==> src/rtl/fetch_pkg.sv <==
`default_nettype none
// ============================================================================
// Module      : fetch_pkg
// Description : Shared types and default constants for the instruction-fetch
//               sequencer and its PC register.
//               Exports:
//                 XLEN              - datapath / PC width
//                 RESET_VECTOR_DEF  - default PC after reset
//                 TRAP_VECTOR_DEF   - default PC target on trap
//                 PC_INC_DEF        - default sequential PC increment (bytes)
//                 fetch_state_e     - IDLE / FETCH / HOLD sequencer states
// Revision    : 1.0 - initial release
// ============================================================================
package fetch_pkg;

  localparam int XLEN = 32;

  localparam logic [XLEN-1:0] RESET_VECTOR_DEF = 32'h0000_0000;
  localparam logic [XLEN-1:0] TRAP_VECTOR_DEF  = 32'h0000_0100;
  localparam logic [XLEN-1:0] PC_INC_DEF       = 32'd4;

  typedef enum logic [1:0] {
    IDLE  = 2'd0,
    FETCH = 2'd1,
    HOLD  = 2'd2
  } fetch_state_e;

endpackage : fetch_pkg
`default_nettype wire

==> src/rtl/fetch_pc_reg.sv <==
`default_nettype none
// ============================================================================
// Module      : fetch_pc_reg
// Description : Program-counter register. Loads a new target (already word
//               aligned by the caller) or advances by PC_INC; load wins when
//               both are requested. Increment wraps modulo 2^XLEN.
// Ports       : clk         - clock, rising edge
//               rst         - asynchronous active-high reset (PC=RESET_VECTOR)
//               load_i      - load load_addr_i into the PC
//               load_addr_i - new PC value (word aligned)
//               inc_i       - advance PC by PC_INC
//               pc_o        - current PC
// Revision    : 1.0 - initial release
// ============================================================================
module fetch_pc_reg
  import fetch_pkg::*;
#(
  parameter logic [XLEN-1:0] RESET_VECTOR = RESET_VECTOR_DEF,
  parameter logic [XLEN-1:0] PC_INC       = PC_INC_DEF
) (
  input  logic            clk,
  input  logic            rst,
  input  logic            load_i,
  input  logic [XLEN-1:0] load_addr_i,
  input  logic            inc_i,
  output logic [XLEN-1:0] pc_o
);

  logic [XLEN-1:0] pc_q;
  logic [XLEN-1:0] pc_d;

  always_comb begin
    pc_d = pc_q;
    if (load_i) begin
      pc_d = load_addr_i;
    end else if (inc_i) begin
      // Natural XLEN-bit overflow gives the required wrap to zero.
      pc_d = pc_q + PC_INC;
    end
  end

  always_ff @(posedge clk or posedge rst) begin
    if (rst) begin
      pc_q <= RESET_VECTOR;
    end else begin
      pc_q <= pc_d;
    end
  end

  assign pc_o = pc_q;

endmodule : fetch_pc_reg
`default_nettype wire

==> src/rtl/fetch_sequencer.sv <==
`default_nettype none
// ============================================================================
// Module      : fetch_sequencer
// Description : Instruction-fetch controller. Owns the PC, issues single-
//               outstanding req/ack fetches to instruction memory, holds each
//               returned word toward decode with a valid/ready handshake, and
//               applies branch redirects and traps (trap has priority).
//               Fetch data belonging to a request that was overtaken by a
//               flush is discarded.
// Ports       : clk, rst          - clock / async active-high reset
//               fetch_en_i        - permits new fetches to start
//               imem_req_o        - fetch request (high while in FETCH)
//               imem_addr_o       - fetch address (= PC)
//               imem_ack_i        - single-cycle response strobe
//               imem_rdata_i      - returned instruction word
//               if_valid_o        - held instruction valid toward decode
//               if_ready_i        - decode accepts held instruction
//               if_instr_o        - held instruction
//               if_pc_o           - PC of held instruction
//               redirect_valid_i  - branch / jump redirect
//               redirect_addr_i   - redirect target
//               trap_i            - trap request
//               misalign_err_o    - one-cycle pulse on misaligned redirect
// Revision    : 1.0 - initial release
// ============================================================================
module fetch_sequencer
  import fetch_pkg::*;
#(
  parameter logic [XLEN-1:0] RESET_VECTOR = RESET_VECTOR_DEF,
  parameter logic [XLEN-1:0] TRAP_VECTOR  = TRAP_VECTOR_DEF,
  parameter logic [XLEN-1:0] PC_INC       = PC_INC_DEF
) (
  input  logic            clk,
  input  logic            rst,
  input  logic            fetch_en_i,
  output logic            imem_req_o,
  output logic [XLEN-1:0] imem_addr_o,
  input  logic            imem_ack_i,
  input  logic [XLEN-1:0] imem_rdata_i,
  output logic            if_valid_o,
  input  logic            if_ready_i,
  output logic [XLEN-1:0] if_instr_o,
  output logic [XLEN-1:0] if_pc_o,
  input  logic            redirect_valid_i,
  input  logic [XLEN-1:0] redirect_addr_i,
  input  logic            trap_i,
  output logic            misalign_err_o
);

  fetch_state_e    state_q;
  logic            req_q;
  logic            valid_q;
  logic            discard_q;
  logic            misalign_q;
  logic [XLEN-1:0] instr_q;
  logic [XLEN-1:0] ipc_q;

  logic            flush;
  logic [XLEN-1:0] flush_target;
  logic            pc_inc;
  logic [XLEN-1:0] pc;

  assign flush        = trap_i | redirect_valid_i;
  assign flush_target = trap_i ? TRAP_VECTOR : {redirect_addr_i[XLEN-1:2], 2'b00};

  // Advance only when a live (non-stale) response is captured.
  assign pc_inc = (state_q == FETCH) & imem_ack_i & ~discard_q & ~flush;

  fetch_pc_reg #(
    .RESET_VECTOR (RESET_VECTOR),
    .PC_INC       (PC_INC)
  ) u_pc_reg (
    .clk         (clk),
    .rst         (rst),
    .load_i      (flush),
    .load_addr_i (flush_target),
    .inc_i       (pc_inc),
    .pc_o        (pc)
  );

  always_ff @(posedge clk or posedge rst) begin
    if (rst) begin
      state_q    <= IDLE;
      req_q      <= 1'b0;
      valid_q    <= 1'b0;
      discard_q  <= 1'b0;
      misalign_q <= 1'b0;
      instr_q    <= '0;
      ipc_q      <= '0;
    end else begin
      misalign_q <= redirect_valid_i & ~trap_i & (|redirect_addr_i[1:0]);

      case (state_q)
        IDLE: begin
          if (flush || fetch_en_i) begin
            state_q <= FETCH;
            req_q   <= 1'b1;
          end
        end

        FETCH: begin
          if (flush) begin
            // Without an ack this cycle the old request is still in flight,
            // so its eventual response must be thrown away. An ack arriving
            // together with the flush is dropped here and leaves nothing
            // outstanding.
            discard_q <= ~imem_ack_i;
          end else if (imem_ack_i) begin
            if (discard_q) begin
              discard_q <= 1'b0;
            end else begin
              instr_q <= imem_rdata_i;
              ipc_q   <= pc;
              state_q <= HOLD;
              req_q   <= 1'b0;
              valid_q <= 1'b1;
            end
          end
        end

        HOLD: begin
          if (flush) begin
            // Held instruction is dropped even if decode is ready.
            state_q <= FETCH;
            req_q   <= 1'b1;
            valid_q <= 1'b0;
          end else if (if_ready_i) begin
            valid_q <= 1'b0;
            if (fetch_en_i) begin
              state_q <= FETCH;
              req_q   <= 1'b1;
            end else begin
              state_q <= IDLE;
            end
          end
        end

        default: begin
          state_q <= IDLE;
          req_q   <= 1'b0;
          valid_q <= 1'b0;
        end
      endcase
    end
  end

  assign imem_req_o     = req_q;
  assign imem_addr_o    = pc;
  assign if_valid_o     = valid_q;
  assign if_instr_o     = instr_q;
  assign if_pc_o        = ipc_q;
  assign misalign_err_o = misalign_q;

endmodule : fetch_sequencer
`default_nettype wire

==> config.mk <==
export PLATFORM = sky130hd
export DESIGN_NAME = fetch_sequencer
export DESIGN_NICKNAME = d
export VERILOG_FILES = /design/src/rtl/fetch_pkg.sv /design/src/rtl/fetch_pc_reg.sv /design/src/rtl/fetch_sequencer.sv
export SDC_FILE = /design/constraint.sdc
export NUM_CORES = 1
export LEC_CHECK = 0
export CORE_MARGIN = 5
export CORE_UTILIZATION = 46
export CTS_BUF_LIST = sky130_fd_sc_hd__clkbuf_4
export CTS_CLUSTER_DIAMETER = 120
export CTS_CLUSTER_SIZE = 16
export DETAILED_ROUTE_END_ITERATION = 10
export GPL_TIMING_DRIVEN = 0
export PLACE_DENSITY = 0.83
export RECOVER_POWER = 25
export SLEW_MARGIN = 5
export SYNTH_ARGS = -nofsm -noshare
export SYNTH_HDL_FRONTEND = slang
export SYNTH_SLANG_ARGS = --single-unit
==> constraint.sdc <==
create_clock -name clk -period 4.25 [get_ports clk]
set_input_delay 1.0625 -clock clk [delete_from_list [all_inputs] [get_ports clk]]
set_output_delay 1.0625 -clock clk [all_outputs]
set_load 0.01 [all_outputs]
---- Word level (Yosys, flattened, before mapping) ----
Cells that the tools add are included.
cells by class
  bitwise gates (word level) .............. 11
  reductions and logical operators ........ 10
  eq/ne operators ......................... 8
  $add $sub $neg .......................... 1
  multiplexer cells ....................... 27
operators with widths
  operator               number
  $mux 32                3
  $add 32x3->32 const B  1
  $mux 1                 15
  $mux 2                 6
  $reduce_and 5->1       2
  $ne 2x2->1 const B     4
  $ne 3x3->1 const B     2
  $pmux 1 s3             2
  $pmux 2 s3             1
  $reduce_and 6->1       1
  $and 1x1->1            5
  $not 1->1              5
  $reduce_and 4->1       1
  $reduce_bool 2->1      2
  $eq 2x1->1 const B     1
  $eq 2x2->1 const B     1
  $logic_not 2->1        1
  $reduce_and 2->1       1
  $reduce_or 2->1        1
  $logic_or 1x1->1       1
  $or 1x1->1             1
storage, ports and cells
  register bits ........................... 102
  output and inout port bits .............. 99
  bits of input ports ..................... 71

---- Longest topological paths before layout ----
Gate-level depths: netlist (run 1).
  depth after elaboration ................. 6
  gate-level depth with buffers ........... 7
  mapped depth without buffers ............ 6

---- By module ----
From an unflattened synthesis (run 1), not the netlist that was laid out.
unflattened totals
  cells, all modules ...................... 401
  area, all modules ....................... 4868.4 µm²
modules (own cells, without submodules)
  module           sequential area each (µm²)  area each (µm²)  cells each  instances
  fetch_sequencer  1751.7                      3019.1           198         1
  fetch_pc_reg     800.8                       1849.3           203         1

---- Least setup slack after synthesis (run 1) ----
OpenSTA, ideal clock, no wires.
  kind .................................... input -> register
  start point ............................. input imem_ack_i
  end point ............................... register u_pc_reg.pc_q[27] (netlist: u_pc_reg.pc_o[27])
  arrival ................................. 2598 ps
  required time ........................... 4128 ps
  slack ................................... 1530 ps
  cell stages on the path ................. 6
  cell sequence ........................... and4bb_4 -> nand4_4 -> or3_1 -> buf_2 -> or4b_1 -> o2111a_1
on the way
  cells in the longest elaborated chain, start to end .. 4
ends and longest elaborated chain
  what                         line                   RTL
  from (decl)                  fetch_sequencer.sv:38  input logic imem_ack_i,
  $and 1x1->1 (3 in series)    fetch_sequencer.sv:67  assign pc_inc = (state_q == FETCH) & imem_ack_i & ~discard_q & ~flush;
  $reduce_bool 2->1 (no line)  -
  to (signal assigned)         fetch_pc_reg.sv:46     pc_q <= pc_d;
  to (decl)                    fetch_pc_reg.sv:29     logic [XLEN-1:0] pc_q;
Every way passes these cells.
A chain may end at the register's enable or synchronous reset.

---- Final worst setup path (run 1) ----
  start point ............................. input imem_ack_i
  end point ............................... register u_pc_reg.pc_q[25] (netlist: u_pc_reg.pc_o[25])
The elaborated chain is that of the path after synthesis.

==> results of run 1 <==
-- metrics by stage --
step	cells	power, W	worst slack, ns
CTS	709	0.00259	1.27
finish	709	0.00256	1.20
global route	709	0.00271	1.12
floorplan	398	0.00161	0.625
global placement	695	0.00214	-0.877
detailed placement	696	0.00218	0.785
-- sequential cells by signal (all words and copies together), names as in the netlist --
register        flops
discard_q           1
if_valid_o          1
state_q             2
if_pc_o            30
if_instr_o         32
imem_req_o          1
u_pc_reg.pc_o      30
misalign_err_o      1
-- worst min-delay path, stage by stage, from the launching register on --
cell	delay [ns]
dfrtp_1	0.36
nand2_1	0.05
o21ai_0	0.06
-- cell usage after synthesis, drive strengths merged (3+ instances only) --
master and number:
a211oi 10, a21oi 20, and3 3, and4 3
buf 9, clkbuf 16, dfrtp 98, inv 8
mux2 59, nand2 33, nand3 13, nand4 8
nor2 24, nor3 12, nor4 5, o21a 4
o21ai 19, or3 3, xnor2 14, xor2 3
-- power groups by stage --
stage / combinational (W) / clock, W / sequential (W)
6_report: 0.000889 / 0.000417 / 0.00126
3_5_place_dp: 0.000901 / 0 / 0.00128
3_3_place_gp: 0.000879 / 0 / 0.00126
2_1_floorplan: 0.000254 / 0 / 0.00136
4_1_cts: 0.000905 / 0.000427 / 0.00126
5_1_grt: 0.000955 / 0.000466 / 0.00129
-- path summary, 6_finish.rpt --
kind / slack, ns / end / depth (start not counted) / startpoint
max: 1.20 / u_pc_reg.pc_o[25] / 7 / imem_ack_i
min: 0.50 / if_pc_o[23] / 2 / if_pc_o[23]
max reg2reg: 1.77 / u_pc_reg.pc_o[25] / 6 / state_q[1]
min reg2reg: 0.50 / if_pc_o[23] / 2 / if_pc_o[23]
max in group asynchronous: 1.73 / if_pc_o[27] / 3 / rst
min in group asynchronous: 1.58 / if_instr_o[29] / 2 / rst
-- per-layer routing --
metal / global-route usage [%] / up-vias
li1: - / 1756
met1: 27.9 / 1836
met2: 37.2 / 172
met3: 4.97 / 26
met4: 8.57 / 0
met5: 0 / -
-- final cells by class --
| class | count | area, um2 | share of cell area, % |
|---|---|---|---|
| plain buffers | 25 | 116 | 1.81 |
| clock buffers | 12 | 90.1 | 1.40 |
| multi-input cells | 267 | 1890 | 29.4 |
| flip-flops and latches | 98 | 2450 | 38.2 |
| well taps | 133 | 166 | 2.59 |
| clock inverters | 1 | 5.00 | 0.0780 |
| repair buffers | 165 | 1670 | 26.0 |
| inverters | 8 | 31.3 | 0.487 |
-- cells by family after synthesis --
| kind of cell | after synthesis |
|---|---|
| fa+ha+maj | 1 |
| xor+xnor | 17 |
| simple gates | 117 |
| mux | 61 |
| other cells | 1 |
| flops | 98 |
| buf+inv | 33 |
| compound gates | 67 |
-- placed cells by master (no fill, tap or decap), drive strengths merged, types with 12 or more instances in the layout --
cell type,n
clkdlybuf4s50,163
dfrtp,98
mux2,59
nand2,33
clkbuf,28
nor2,24
a21oi,20
o21ai,19
xnor2,14
nand3,13
nor3,12
==> results.toml, run 1 <==
[outcome]
outcome = "finished, violations left"
violations = "max-capacitance violations, max-slew violations"

[routing]
drt_iter0_drc = 174
dr_wl_met2_um = 6220
vias = 3790
drt_pre_antenna_iters = 5
drt_wl_total_um = 12600
met1Wirelength_um = 5130
wl_met3_um = 941
postRouteAntennaNets = 0
drc = 0
via_per_inst = 5.35
highest_layer = "met4"
post_drt_wl_per_cell_um = 17.8

[placed_design]
gp_congestion = 0.873
hpwl_um = 9550
dpl_cell_area_mm2 = 0.00632
portBuffers = 164

[critical_path]
critPathRequiredTime_ns = 4.57
cp.buffers_inverters = 2
cp_slowest_stage_delay_ns = 0.53
path_delay_family = "simple AND/OR/NAND/NOR gates"
cp_max_fo = 10
cpMaxStageDelayCell = "nor3_1"
worstSetupStartpointType = "primary input"
critical_path_arrival_ns = 3.37
critPathCaptureType = "flip-flop"
worstPathCellList = "clkdlybuf4s50_1, and4bb_4, buf_2, o21ai_0, nor3_1, nand3_1, a2111oi_0"
crit_type = "primary input to flip-flop"

[global_route]
grt_overflow = 0
track_usage_pct = 22.1
first_global_vias = 3961
grt_first_pass_wirelength_um = 20300
grt_max_degree = 58
antenna_found_initial = 0

[power]
internal-power_w = 0.00182
pwr-share-comb_pct = 34.7
power_frac_clock_pct = 16.3
cellPowerDensity_mw_per_mm2 = 399
ir_worst_vdd_uv = 266
net-switching-power_w = 0.000741
p_sw_share_pct = 28.9
p_leak_nw = 2.63
p_seq_share_pct = 49.0

[cells_and_area]
area_growth_pct = 43.4
num_antenna_cells = 0
fin_nets = 646
fillerInstances = 797
post-route-util_pct = 66.6
design_area_mm2 = 0.00642
drive_above_1_share_pct = 15.6

[synthesis]
syn_area_per_cell_um2 = 11.3
yosysTopAreaCellShare_pct = 54.8
synth_area_mm2 = 0.00448
async_reset_ff_share_pct = 100
synth-warning-count = 0
synth_compound_area_share_pct = 9.34
synthDistinctLibCells = 51
seq_area_frac_synth_pct = 54.8
synth_area_leaders = "dfrtp_1, mux2_2, nand2_1"
synth_fa_ha_area_share_pct = 0.280
synth_largest_area_cell = "dfrtp_1"
synth_top_family_by_area = "multiplexers"
synth_edf_count = 0
synth-simple-area-share_pct = 13.6
ys_ff_latch = 98
ys.flop_type = "dfrtp_1"
synthCells = 395
synth-xor-area-share_pct = 3.33
yosys-mux-area-fraction_pct = 15.3

[clocking]
clkTransAtPathRegs_ns = 0.15
htree_levels = 3
clock_latency_ns = 0.44
cts_root_buf = "clkbuf_4"
cts_setup_buffers = 0
cts_tree = "built"
clk_path_buf_depth = 2
clock_sinks = 98
cts_hold_buf = 0
cts_resized = 0
numCtsBuffers = 9

[floorplanning]
core-area_mm2 = 0.00964
fp.dieW_um = 109
die-area_mm2 = 0.0118
die_y_um = 109
rows = 36
initial_core_util_pct = 46.4
ioPinCount = 170

[worst_hold_path]
hold_class = "flip-flop to flip-flop"

[timing]
finalCritPeriodShare_pct = 71.8
slew_headroom_pct = -31.3
hold_viol_final = 0
rsz0062_at_grt = "false"
period_minus_slack_ns = 3.05
setup_tns_ns = 0
setup_violations = 0
worst_slew_pin_slew_ns = 1.96
maxSlewViolCount = 42
clock_skew_ns = 0.0223
hold-worst-slack_ns = 0.496
max_freq_ghz = 0.328

[flow_run]
maxCapViolCount = 1
Note: power is estimated with default switching activity, not from simulation.
==> inputs of run 2 (changes only) <==
==> constraint.sdc (replaced) <==
create_clock -name clk -period 3 [get_ports clk]
set_input_delay 0.75 -clock clk [delete_from_list [all_inputs] [get_ports clk]]
set_output_delay 0.75 -clock clk [all_outputs]
set_load 0.01 [all_outputs]
==> results.toml, run 2 (synthesis results as in run 1) <==
[floorplanning]
core-area_mm2 = 0.00964
die_y_um = 109
rows = 36
ioPinCount = 170
die-area_mm2 = 0.0118
fp.dieW_um = 109
initial_core_util_pct = 46.4

[clocking]
clk_path_buf_depth = 2
clkTransAtPathRegs_ns = 0.14
htree_levels = 3
clock_sinks = 98
cts_root_buf = "clkbuf_4"
cts_tree = "built"
clock_latency_ns = 0.45
cts_resized = 0
cts_hold_buf = 0
numCtsBuffers = 9
cts_setup_buffers = 0

[routing]
drc = 0
drt_wl_total_um = 12700
vias = 3864
drt_iter0_drc = 245
drt_pre_antenna_iters = 5
post_drt_wl_per_cell_um = 17.8
postRouteAntennaNets = 0
via_per_inst = 5.42

[global_route]
antenna_found_initial = 0
first_global_vias = 3901
track_usage_pct = 22.4
grt_overflow = 0
grt_first_pass_wirelength_um = 20500
grt_max_degree = 41

[critical_path]
cpMaxStageDelayCell = "clkdlybuf4s50_1"
cp_max_fo = 10
cp.buffers_inverters = 2
r2r_cells = 6
cp.depth = 7
cp_slowest_stage_delay_ns = 0.55
crit_type = "primary input to flip-flop"
worstPathCellList = "clkdlybuf4s50_1, and4bb_4, buf_2, o21ai_0, nor3_1, nand3_1, a2111oi_0"
critPathRequiredTime_ns = 3.31
path_delay_family = "simple AND/OR/NAND/NOR gates"
critPathCaptureType = "flip-flop"
critical_path_arrival_ns = 3.12
worstSetupStartpointType = "primary input"

[timing]
finalCritPeriodShare_pct = 93.8
slew_headroom_pct = -4.10
period_minus_slack_ns = 2.81
setup_violations = 0
rsz0062_at_grt = "false"
max_freq_ghz = 0.355
clock_skew_ns = 0.0132
maxSlewViolCount = 34
worst_slew_pin_slew_ns = 1.55
hold-worst-slack_ns = 0.502
hold_viol_final = 0

[outcome]
outcome = "finished, violations left"
violations = "max-capacitance violations, max-slew violations"

[cells_and_area]
fillerInstances = 795
fin_nets = 647
design_area_mm2 = 0.00648
layout_commonest_cell = "clkdlybuf4s50_1"
area_growth_pct = 44.7
num_antenna_cells = 0
final_cell_mix = "clkdlybuf4s50_1, dfrtp_1, mux2_2, nand2_1, nor2_1"
largest_reg_flops = 32
drive_above_1_share_pct = 15.9

[power]
p_leak_nw = 2.66
ir_worst_vdd_uv = 367
cellPowerDensity_mw_per_mm2 = 588
finalPower_w = 0.00381

[placed_design]
gp_congestion = 0.874
portBuffers = 164
hpwl_um = 9720
dpl_cell_area_mm2 = 0.00634

[flow_run]
maxCapViolCount = 1

[worst_hold_path]
hold_class = "flip-flop to flip-flop"
worst_hold_path.num_cells = 2
-- run 2: changes by cell type in the layout (fill, tap and decap cells not counted) --
cell	change
buf_16	-1
clkbuf_4	-2
clkbuf_2	+1
clkinv_1	+2
clkinv_4	+1
buf_12	+1
bufinv_16	+2
-- run 2: cell type report --
class | count | area [um2] | share of cell area (%)
multi-input combinational | 267 | 1890 | 29.1
clock inverter | 6 | 81.3 | 1.26
sequential | 98 | 2450 | 37.9
buffer | 25 | 116 | 1.80
inverter | 8 | 31.3 | 0.483
clock buffer | 10 | 75.1 | 1.16
tap | 133 | 166 | 2.57
timing repair buffer | 166 | 1670 | 25.7
-- run 2: path summary, 6_finish.rpt --
kind,to,slack (ns),startpoint
worst max-delay path,u_pc_reg.pc_o[25],0.19,imem_ack_i
worst min-delay path,if_pc_o[18],0.50,if_pc_o[18]
worst max register to register,u_pc_reg.pc_o[25],0.46,state_q[1]
worst min register to register,if_pc_o[18],0.50,if_pc_o[18]
max in group asynchronous,u_pc_reg.pc_o[20],0.64,rst
min in group asynchronous,if_instr_o[6],1.11,rst
-- run 2: worst reg2reg max path: stages, from the launching register on --
cell       delay (ns)
dfrtp_1          0.50
and4bb_4         0.40
buf_2            0.26
o21ai_0          0.12
nor3_1           0.50
nand3_1          0.15
a2111oi_0        0.48
-- run 2: routing by layer --
layer	GRT usage, %	wire [um]	up-vias
li1	-	-	1763
met1	29.3	4980	1870
met2	36.3	6320	203
met3	4.50	1020	28
met4	10.0	378	0
met5	0	0	-
-- run 2: per-stage QoR --
stage,util [%],cells,worst slack (ns),setup TNS (ns)
floorplan,-,398,0.593,0
global placement,65.3,695,-0.182,-4.62
detailed placement,65.8,697,-0.234,-6.63
CTS,67.4,713,0.263,0
global route,67.2,713,0.138,0
finish,67.2,713,0.186,0
-- run 2: report_power, final --
group          switching, W  internal, W  total (W)
combinational      0.000465     0.000789    0.00125
sequential         0.000174      0.00160    0.00178
clock              0.000431     0.000343   0.000774
==> inputs of run 3 (changes only) <==
--- a/config.mk
+++ b/config.mk
@@ -14,6 +14,7 @@
 export GPL_TIMING_DRIVEN = 0
 export PLACE_DENSITY = 0.83
 export RECOVER_POWER = 25
+export SETUP_SLACK_MARGIN = 0.02
 export SLEW_MARGIN = 5
 export SYNTH_ARGS = -nofsm -noshare
 export SYNTH_HDL_FRONTEND = slang
==> results of run 3 <==
The final DEF is identical to that of run 2; final timing and power are the same.
